$ cat src/rtl/seg7_pkg.sv
// Shared constants for the seven-segment scan driver: active-high segment
// patterns ({g,f,e,d,c,b,a}), scan state encoding and digit-index width.
package seg7_pkg;

  localparam logic [6:0] SEG_0    = 7'h3F;
  localparam logic [6:0] SEG_1    = 7'h06;
  localparam logic [6:0] SEG_2    = 7'h5B;
  localparam logic [6:0] SEG_3    = 7'h4F;
  localparam logic [6:0] SEG_4    = 7'h66;
  localparam logic [6:0] SEG_5    = 7'h6D;
  localparam logic [6:0] SEG_6    = 7'h7D;
  localparam logic [6:0] SEG_7    = 7'h07;
  localparam logic [6:0] SEG_8    = 7'h7F;
  localparam logic [6:0] SEG_9    = 7'h6F;
  localparam logic [6:0] SEG_DASH = 7'h40;

  localparam int DIG_W = 2;

  typedef enum logic {
    S_BLANK = 1'b0,
    S_DRIVE = 1'b1
  } state_t;

endpackage

$ cat src/rtl/module_seg7_scan_if.sv
// Data/display bundle of the scan driver: BCD value strobe in, multiplexed
// anode/segment lines and the sticky error flag out.
interface module_seg7_scan_if;

  logic [11:0] bcd_i;
  logic        bcd_valid_i;
  logic        blank_lz_i;
  logic [2:0]  an_o;
  logic [6:0]  seg_o;
  logic        err_o;

  modport master (
    output bcd_i, bcd_valid_i, blank_lz_i,
    input  an_o, seg_o, err_o
  );

  modport slave (
    input  bcd_i, bcd_valid_i, blank_lz_i,
    output an_o, seg_o, err_o
  );

endinterface

$ cat src/rtl/seg7_decoder.sv
// Combinational nibble to active-high segment pattern; A-F give a dash and
// raise o_invalid.
module seg7_decoder
  import seg7_pkg::*;
(
  input  logic [3:0] i_nibble,
  output logic [6:0] o_seg,
  output logic       o_invalid
);

  always_comb begin
    o_seg     = SEG_DASH;
    o_invalid = 1'b0;
    case (i_nibble)
      4'd0:    o_seg = SEG_0;
      4'd1:    o_seg = SEG_1;
      4'd2:    o_seg = SEG_2;
      4'd3:    o_seg = SEG_3;
      4'd4:    o_seg = SEG_4;
      4'd5:    o_seg = SEG_5;
      4'd6:    o_seg = SEG_6;
      4'd7:    o_seg = SEG_7;
      4'd8:    o_seg = SEG_8;
      4'd9:    o_seg = SEG_9;
      default: begin
        o_seg     = SEG_DASH;
        o_invalid = 1'b1;
      end
    endcase
  end

endmodule

$ cat src/rtl/module_seg7_scan.sv
// 3-digit multiplexed seven-segment driver with blank interval and frame-aligned
// commit; outputs registered one cycle after state/counter/disp.
module module_seg7_scan
  import seg7_pkg::*;
#(
  parameter int unsigned DIGIT_CYCLES   = 27000,
  parameter int unsigned BLANK_CYCLES   = 270,
  parameter bit          SEG_ACTIVE_LOW = 1'b1,
  parameter bit          AN_ACTIVE_LOW  = 1'b1
) (
  input  logic               clk_i,
  input  logic               rst_i,
  module_seg7_scan_if.slave  bus
);

  localparam int CW = $clog2(DIGIT_CYCLES);
  // Off levels double as XOR masks for the polarity inversion.
  localparam logic [6:0] SEG_OFF = SEG_ACTIVE_LOW ? 7'h7F : 7'h00;
  localparam logic [2:0] AN_OFF  = AN_ACTIVE_LOW  ? 3'h7  : 3'h0;

  state_t           r_state;
  state_t           w_state_nxt;
  logic [CW-1:0]    r_cyc_cnt;
  logic [DIG_W-1:0] r_dig_idx;
  logic [11:0]      r_snap;
  logic [11:0]      r_disp;
  logic             r_pend;
  logic [2:0]       r_an;
  logic [6:0]       r_seg;
  logic             r_err;

  logic             w_slot_end;
  logic             w_blank_end;
  logic             w_boundary;
  logic [3:0]       w_nibble;
  logic [6:0]       w_dec_seg;
  logic             w_dec_invalid;
  logic             w_lz_blank;
  logic             w_drive;
  logic [2:0]       w_an_hi;
  logic [6:0]       w_seg_hi;

  assign w_slot_end  = (r_cyc_cnt == CW'(DIGIT_CYCLES - 1));
  assign w_blank_end = (r_cyc_cnt == CW'(BLANK_CYCLES - 1));
  assign w_boundary  = w_slot_end && (r_dig_idx == DIG_W'(2));

  always_ff @(posedge clk_i or negedge rst_i) begin
    if (!rst_i) begin
      r_state <= S_BLANK;
    end else begin
      r_state <= w_state_nxt;
    end
  end

  always_comb begin
    w_state_nxt = r_state;
    case (r_state)
      S_BLANK: if (w_blank_end) w_state_nxt = S_DRIVE;
      S_DRIVE: if (w_slot_end)  w_state_nxt = S_BLANK;
      default: w_state_nxt = S_BLANK;
    endcase
  end

  always_ff @(posedge clk_i or negedge rst_i) begin
    if (!rst_i) begin
      r_cyc_cnt <= '0;
      r_dig_idx <= '0;
    end else if (w_slot_end) begin
      r_cyc_cnt <= '0;
      r_dig_idx <= (r_dig_idx == DIG_W'(2)) ? '0 : r_dig_idx + DIG_W'(1);
    end else begin
      r_cyc_cnt <= r_cyc_cnt + CW'(1);
    end
  end

  // A strobe landing on the boundary bypasses the snapshot straight into disp.
  always_ff @(posedge clk_i or negedge rst_i) begin
    if (!rst_i) begin
      r_snap <= '0;
      r_disp <= '0;
      r_pend <= 1'b0;
    end else if (w_boundary) begin
      r_pend <= 1'b0;
      if (bus.bcd_valid_i) begin
        r_snap <= bus.bcd_i;
        r_disp <= bus.bcd_i;
      end else if (r_pend) begin
        r_disp <= r_snap;
      end
    end else if (bus.bcd_valid_i) begin
      r_snap <= bus.bcd_i;
      r_pend <= 1'b1;
    end
  end

  always_comb begin
    case (r_dig_idx)
      DIG_W'(0): w_nibble = r_disp[3:0];
      DIG_W'(1): w_nibble = r_disp[7:4];
      default:   w_nibble = r_disp[11:8];
    endcase
  end

  seg7_decoder u_dec (
    .i_nibble  (w_nibble),
    .o_seg     (w_dec_seg),
    .o_invalid (w_dec_invalid)
  );

  assign w_lz_blank = bus.blank_lz_i &&
                      (((r_dig_idx == DIG_W'(2)) && (r_disp[11:8] == 4'd0)) ||
                       ((r_dig_idx == DIG_W'(1)) && (r_disp[11:4] == 8'd0)));
  assign w_drive    = (r_state == S_DRIVE) && !w_lz_blank;
  assign w_an_hi    = w_drive ? (3'b001 << r_dig_idx) : 3'b000;
  assign w_seg_hi   = w_drive ? w_dec_seg : 7'h00;

  always_ff @(posedge clk_i or negedge rst_i) begin
    if (!rst_i) begin
      r_an  <= AN_OFF;
      r_seg <= SEG_OFF;
      r_err <= 1'b0;
    end else begin
      r_an  <= w_an_hi ^ AN_OFF;
      r_seg <= w_seg_hi ^ SEG_OFF;
      r_err <= r_err | (w_drive && w_dec_invalid);
    end
  end

  assign bus.an_o  = r_an;
  assign bus.seg_o = r_seg;
  assign bus.err_o = r_err;

endmodule

$ cat src/flat_wrapper.sv
// flat-port wrapper written by rule: the top's interface ports become plain ports
module module_seg7_scan_flat import seg7_pkg::*;
#(
  parameter int unsigned DIGIT_CYCLES   = 27000,
  parameter int unsigned BLANK_CYCLES   = 270,
  parameter bit          SEG_ACTIVE_LOW = 1'b1,
  parameter bit          AN_ACTIVE_LOW  = 1'b1
)
  (clk_i, rst_i, bus_bcd_i, bus_bcd_valid_i, bus_blank_lz_i, bus_an_o, bus_seg_o, bus_err_o);
  module_seg7_scan_if bus_i ();
  input  logic clk_i;
  input  logic rst_i;
  input wire logic [$bits(bus_i.bcd_i)-1:0] bus_bcd_i;
  input wire logic [$bits(bus_i.bcd_valid_i)-1:0] bus_bcd_valid_i;
  input wire logic [$bits(bus_i.blank_lz_i)-1:0] bus_blank_lz_i;
  output wire logic [$bits(bus_i.an_o)-1:0] bus_an_o;
  output wire logic [$bits(bus_i.seg_o)-1:0] bus_seg_o;
  output wire logic [$bits(bus_i.err_o)-1:0] bus_err_o;
  assign bus_i.bcd_i = bus_bcd_i;
  assign bus_i.bcd_valid_i = bus_bcd_valid_i;
  assign bus_i.blank_lz_i = bus_blank_lz_i;
  assign bus_an_o = bus_i.an_o;
  assign bus_seg_o = bus_i.seg_o;
  assign bus_err_o = bus_i.err_o;
  module_seg7_scan #(.DIGIT_CYCLES(DIGIT_CYCLES), .BLANK_CYCLES(BLANK_CYCLES), .SEG_ACTIVE_LOW(SEG_ACTIVE_LOW), .AN_ACTIVE_LOW(AN_ACTIVE_LOW)) u_core (.clk_i(clk_i), .rst_i(rst_i), .bus(bus_i));
endmodule
$ cat config.mk
export PLATFORM = sky130hd
export DESIGN_NAME = module_seg7_scan_flat
export DESIGN_NICKNAME = d
export VERILOG_FILES = /design/src/rtl/seg7_pkg.sv /design/src/rtl/module_seg7_scan_if.sv /design/src/rtl/seg7_decoder.sv /design/src/rtl/module_seg7_scan.sv /design/src/flat_wrapper.sv
export SDC_FILE = /design/constraint.sdc
export NUM_CORES = 1
export LEC_CHECK = 0
export CORE_ASPECT_RATIO = 1.4
export CORE_MARGIN = 4
export CORE_UTILIZATION = 50
export CTS_CLUSTER_SIZE = 10
export DETAILED_ROUTE_END_ITERATION = 10
export PLACE_DENSITY = 0.72
export SLEW_MARGIN = 25
export SYNTH_ARGS = -nofsm -noshare
export SYNTH_HDL_FRONTEND = slang
export SYNTH_HIERARCHICAL = 1
export SYNTH_SLANG_ARGS = --single-unit
$ cat constraint.sdc
create_clock -name clk_i -period 2.46 [get_ports clk_i]
set_input_delay 0.615 -clock clk_i [delete_from_list [all_inputs] [get_ports clk_i]]
set_output_delay 0.615 -clock clk_i [all_outputs]
set_load 0.02 [all_outputs]
==> results.md <==
- Remaining DRCs: 0
- Met1 Use GR: 0.201
- Multi-input logic area: 1070 µm²
- Count of cell types in the netlist: 47
- Initial DRC count: 114
- Yosys reg bits: 54
- Kind of critical path: flip-flop to output port
- Root buffer cell: clkbuf_8
- Synth top area share: 0.440
- Post-Syn Area: 2500 µm²
- Post-DP HPWL: 3370 µm
- Syn nets: 223
- Crit path cell chain: clkdlybuf4s50_1
- Post-synth EDFFs: 0
- Yosys warns: 6
- Status: completed
- Critical path's top delay family: buffers and inverters
- Core ar.: 4840 µm²
- Vias in the first global route: 1,678
- Final Max Slew Viols: 0
- Fin nets: 253
- Final setup violation count: 0
- # port buffers: 26
- Worst EP required: 1850 ps
- Post-cts resize count: 0
- GR Util met2: 0.286
- H-tree levels: 2
- Total CTS buffers: 5
- Via-to-Cell Ratio: 5.41
- GR peak layer: met2
- Share of layout cells above drive strength 1: 0.233
- Post-Synthesis Cells: 205
- Final worst slack: 419 ps
- Slowest cell on crit path: clkdlybuf4s50_1
- Top post-synthesis cells by area: dfrtp_1, dfstp_2, mux2_2
- Sequential cell area: 1360 µm²
- Gr usage total: 0.166
- Worst slew margin: 0.471
- DIE HEIGHT: 91.7 µm
- Hold Slack: 319 ps
- Avg Cell Area, Syn: 12.2 µm²
- Fin crit share: 0.830
- CTS clock-pin slew for the worst setup and hold paths: 100 ps
- Global-route wire length before repair: 7870 µm
- Die width: 67.8 µm
- Hold Crit Class: input port to async pin
- RSZ-0062 raised after global routing: false
- Worst Setup End Kind: output port
- DR WL/cell: 15.6 µm
- Leading area contributor after synthesis: dfrtp_1
- TritonCTS clock tree: yes
- GP Congestion: 0.832
- P_leak: 1.31 nW
- Buffers inserted by post-CTS timing repair: 0
- Worst Max-Slew Pin Slew: 784 ps
- Clk sink count: 54
- Area Growth Syn to Fin: 17.6%
- Setup total negative slack: 0 ps
- Total gr overflow: 0
- Antenna-violating nets left: 0
- Hold buffer count at cts: 0
- Number of core rows: 30
- Number of antenna violations at the first check in global routing: 0
- Most common cell after layout, fill and taps aside: dfrtp_1
- Die ar.: 6210 µm²
- Max Fanout on Critical Path: 1
- Pwr dens: 537 nW/µm²
- Initial Utilization: 0.517
- FFs w/ async S/R, synth: 1.00
- TritonRoute pass-1 iters: 4
- Boundary Pins: 27
- Sequential share of the synthesized area: 0.545
- Total number of vias: 1,622
- Fill cells: 393
- Top FF cell, synth: dfrtp_1
- Worst Path Buf+Inv: 1
- Worst-case clock skew: 5.05 ps
- Fin crit period: 2040 ps
- Final WL: 4670 µm
- Maximum number of pins on one net before global-route repair: 30
- Final Hold Vio Count: 0
- Post-Place Worst Slack: 409 ps
- Number of max-cap violations: 0
- Max Freq: 490 MHz
- Worst setup SP type: flip-flop
- CP Data Arrival Time: 1430 ps
- CTS Buffer Depth: 2
- Antenna diodes: 0
- Maximum VDD drop: 344 µV
- Clock Latency Late Sink: 300 ps
- CP peak stage delay: 600 ps
- M3 GR Usage: 0.0404
- Most frequent cells in the layout: dfrtp_1, nand2_1, clkdlybuf4s50_1
power by group:
group | switching, W | internal (W)
registers | 0.00000518 | 0.000907
clock network | 0.000283 | 0.000304
logic | 0.0000359 | 0.0000437
layout make-up:
class | instances | area share
Timing Repair Buffer | 32 | 0.106
Tap cell | 64 | 0.0272
Multi-Input combinational cell | 141 | 0.364
Clock inverter | 2 | 0.0128
Sequential cell | 54 | 0.464
Clock buffer | 6 | 0.0247
Inverter | 1 | 0.00128
cells by family (layout without fill, tap and decap cells):
logic type / count (synthesis) / in the layout / share of synthesized area
AND/OR/NAND/NOR: 80 / 80 / 0.185
flip-flops: 54 / 54 / 0.545
multiplexers: 29 / 29 / 0.143
AO/OA/AOI/OAI: 20 / 20 / 0.0555
XOR/XNOR: 10 / 10 / 0.0350
buffers and inverters: 10 / 41 / 0.0265
adder cells (fa/ha/maj): 2 / 2 / 0.0100
cell usage after synthesis (2+ instances only):
library cell and count:
dfstp_2 10, a21oi_1 2, o21bai_1 2, and4_1 4, mux2i_1 5, mux2_2 14
nand3_1 9, dfrtp_1 44, ha_1 2, nor2_1 14, nand4_1 3, o21a_1 2
buf_2 5, nand2_1 26, xnor2_1 5, mux2_4 10, xor2_1 5, o22ai_1 2
nor4_1 2, or4_1 2, buf_6 3, o21ai_0 6, nor3_1 2, nor2b_1 3
flip-flops by register name (all words and copies together), names as in the netlist:
signal            cells
u_core/r_snap        12
u_core/bus.an_o       3
u_core/r_cyc_cnt     15
u_core/bus.err_o      1
u_core/r_pend         1
u_core/r_disp        12
u_core/r_state        1
u_core/bus.seg_o      7
u_core/r_dig_idx      2
layer usage:
| metal | wire length (µm) | part of all wire |
|---|---|---|
| met1 | 1890 | 0.40 |
| met2 | 2580 | 0.55 |
| met3 | 152 | 0.033 |
| met4 | 54 | 0.012 |
| met5 | 0 | 0 |
per-stage QoR:
stage | std cells | utilization | area [µm²] | power, W
after floorplan | 205 | - | 2500 | 0.000956
after global placement | 292 | 0.585 | 2830 | 0.00101
after detailed placement | 292 | 0.585 | 2830 | 0.00101
after CTS | 300 | 0.607 | 2940 | 0.00160
after global routing | 300 | 0.607 | 2940 | 0.00164
final | 300 | 0.607 | 2940 | 0.00158
worst paths after layout:
check / start / end / slack (ps) / depth (start not counted)
setup / recovery: u_core/bus.an_o[2] / bus_an_o[2] / 420 / 1
hold / removal: rst_i / u_core/r_disp[11] / 320 / 1
setup reg to reg: u_core/r_cyc_cnt[0] / u_core/r_disp[11] / 470 / 5
hold reg to reg: u_core/bus.err_o / u_core/bus.err_o / 470 / 1
max in group asynchronous: rst_i / u_core/bus.seg_o[3] / 1510 / 2
min in group clk_i: u_core/bus.err_o / u_core/bus.err_o / 470 / 1
Power figures use the tool's default switching activity.
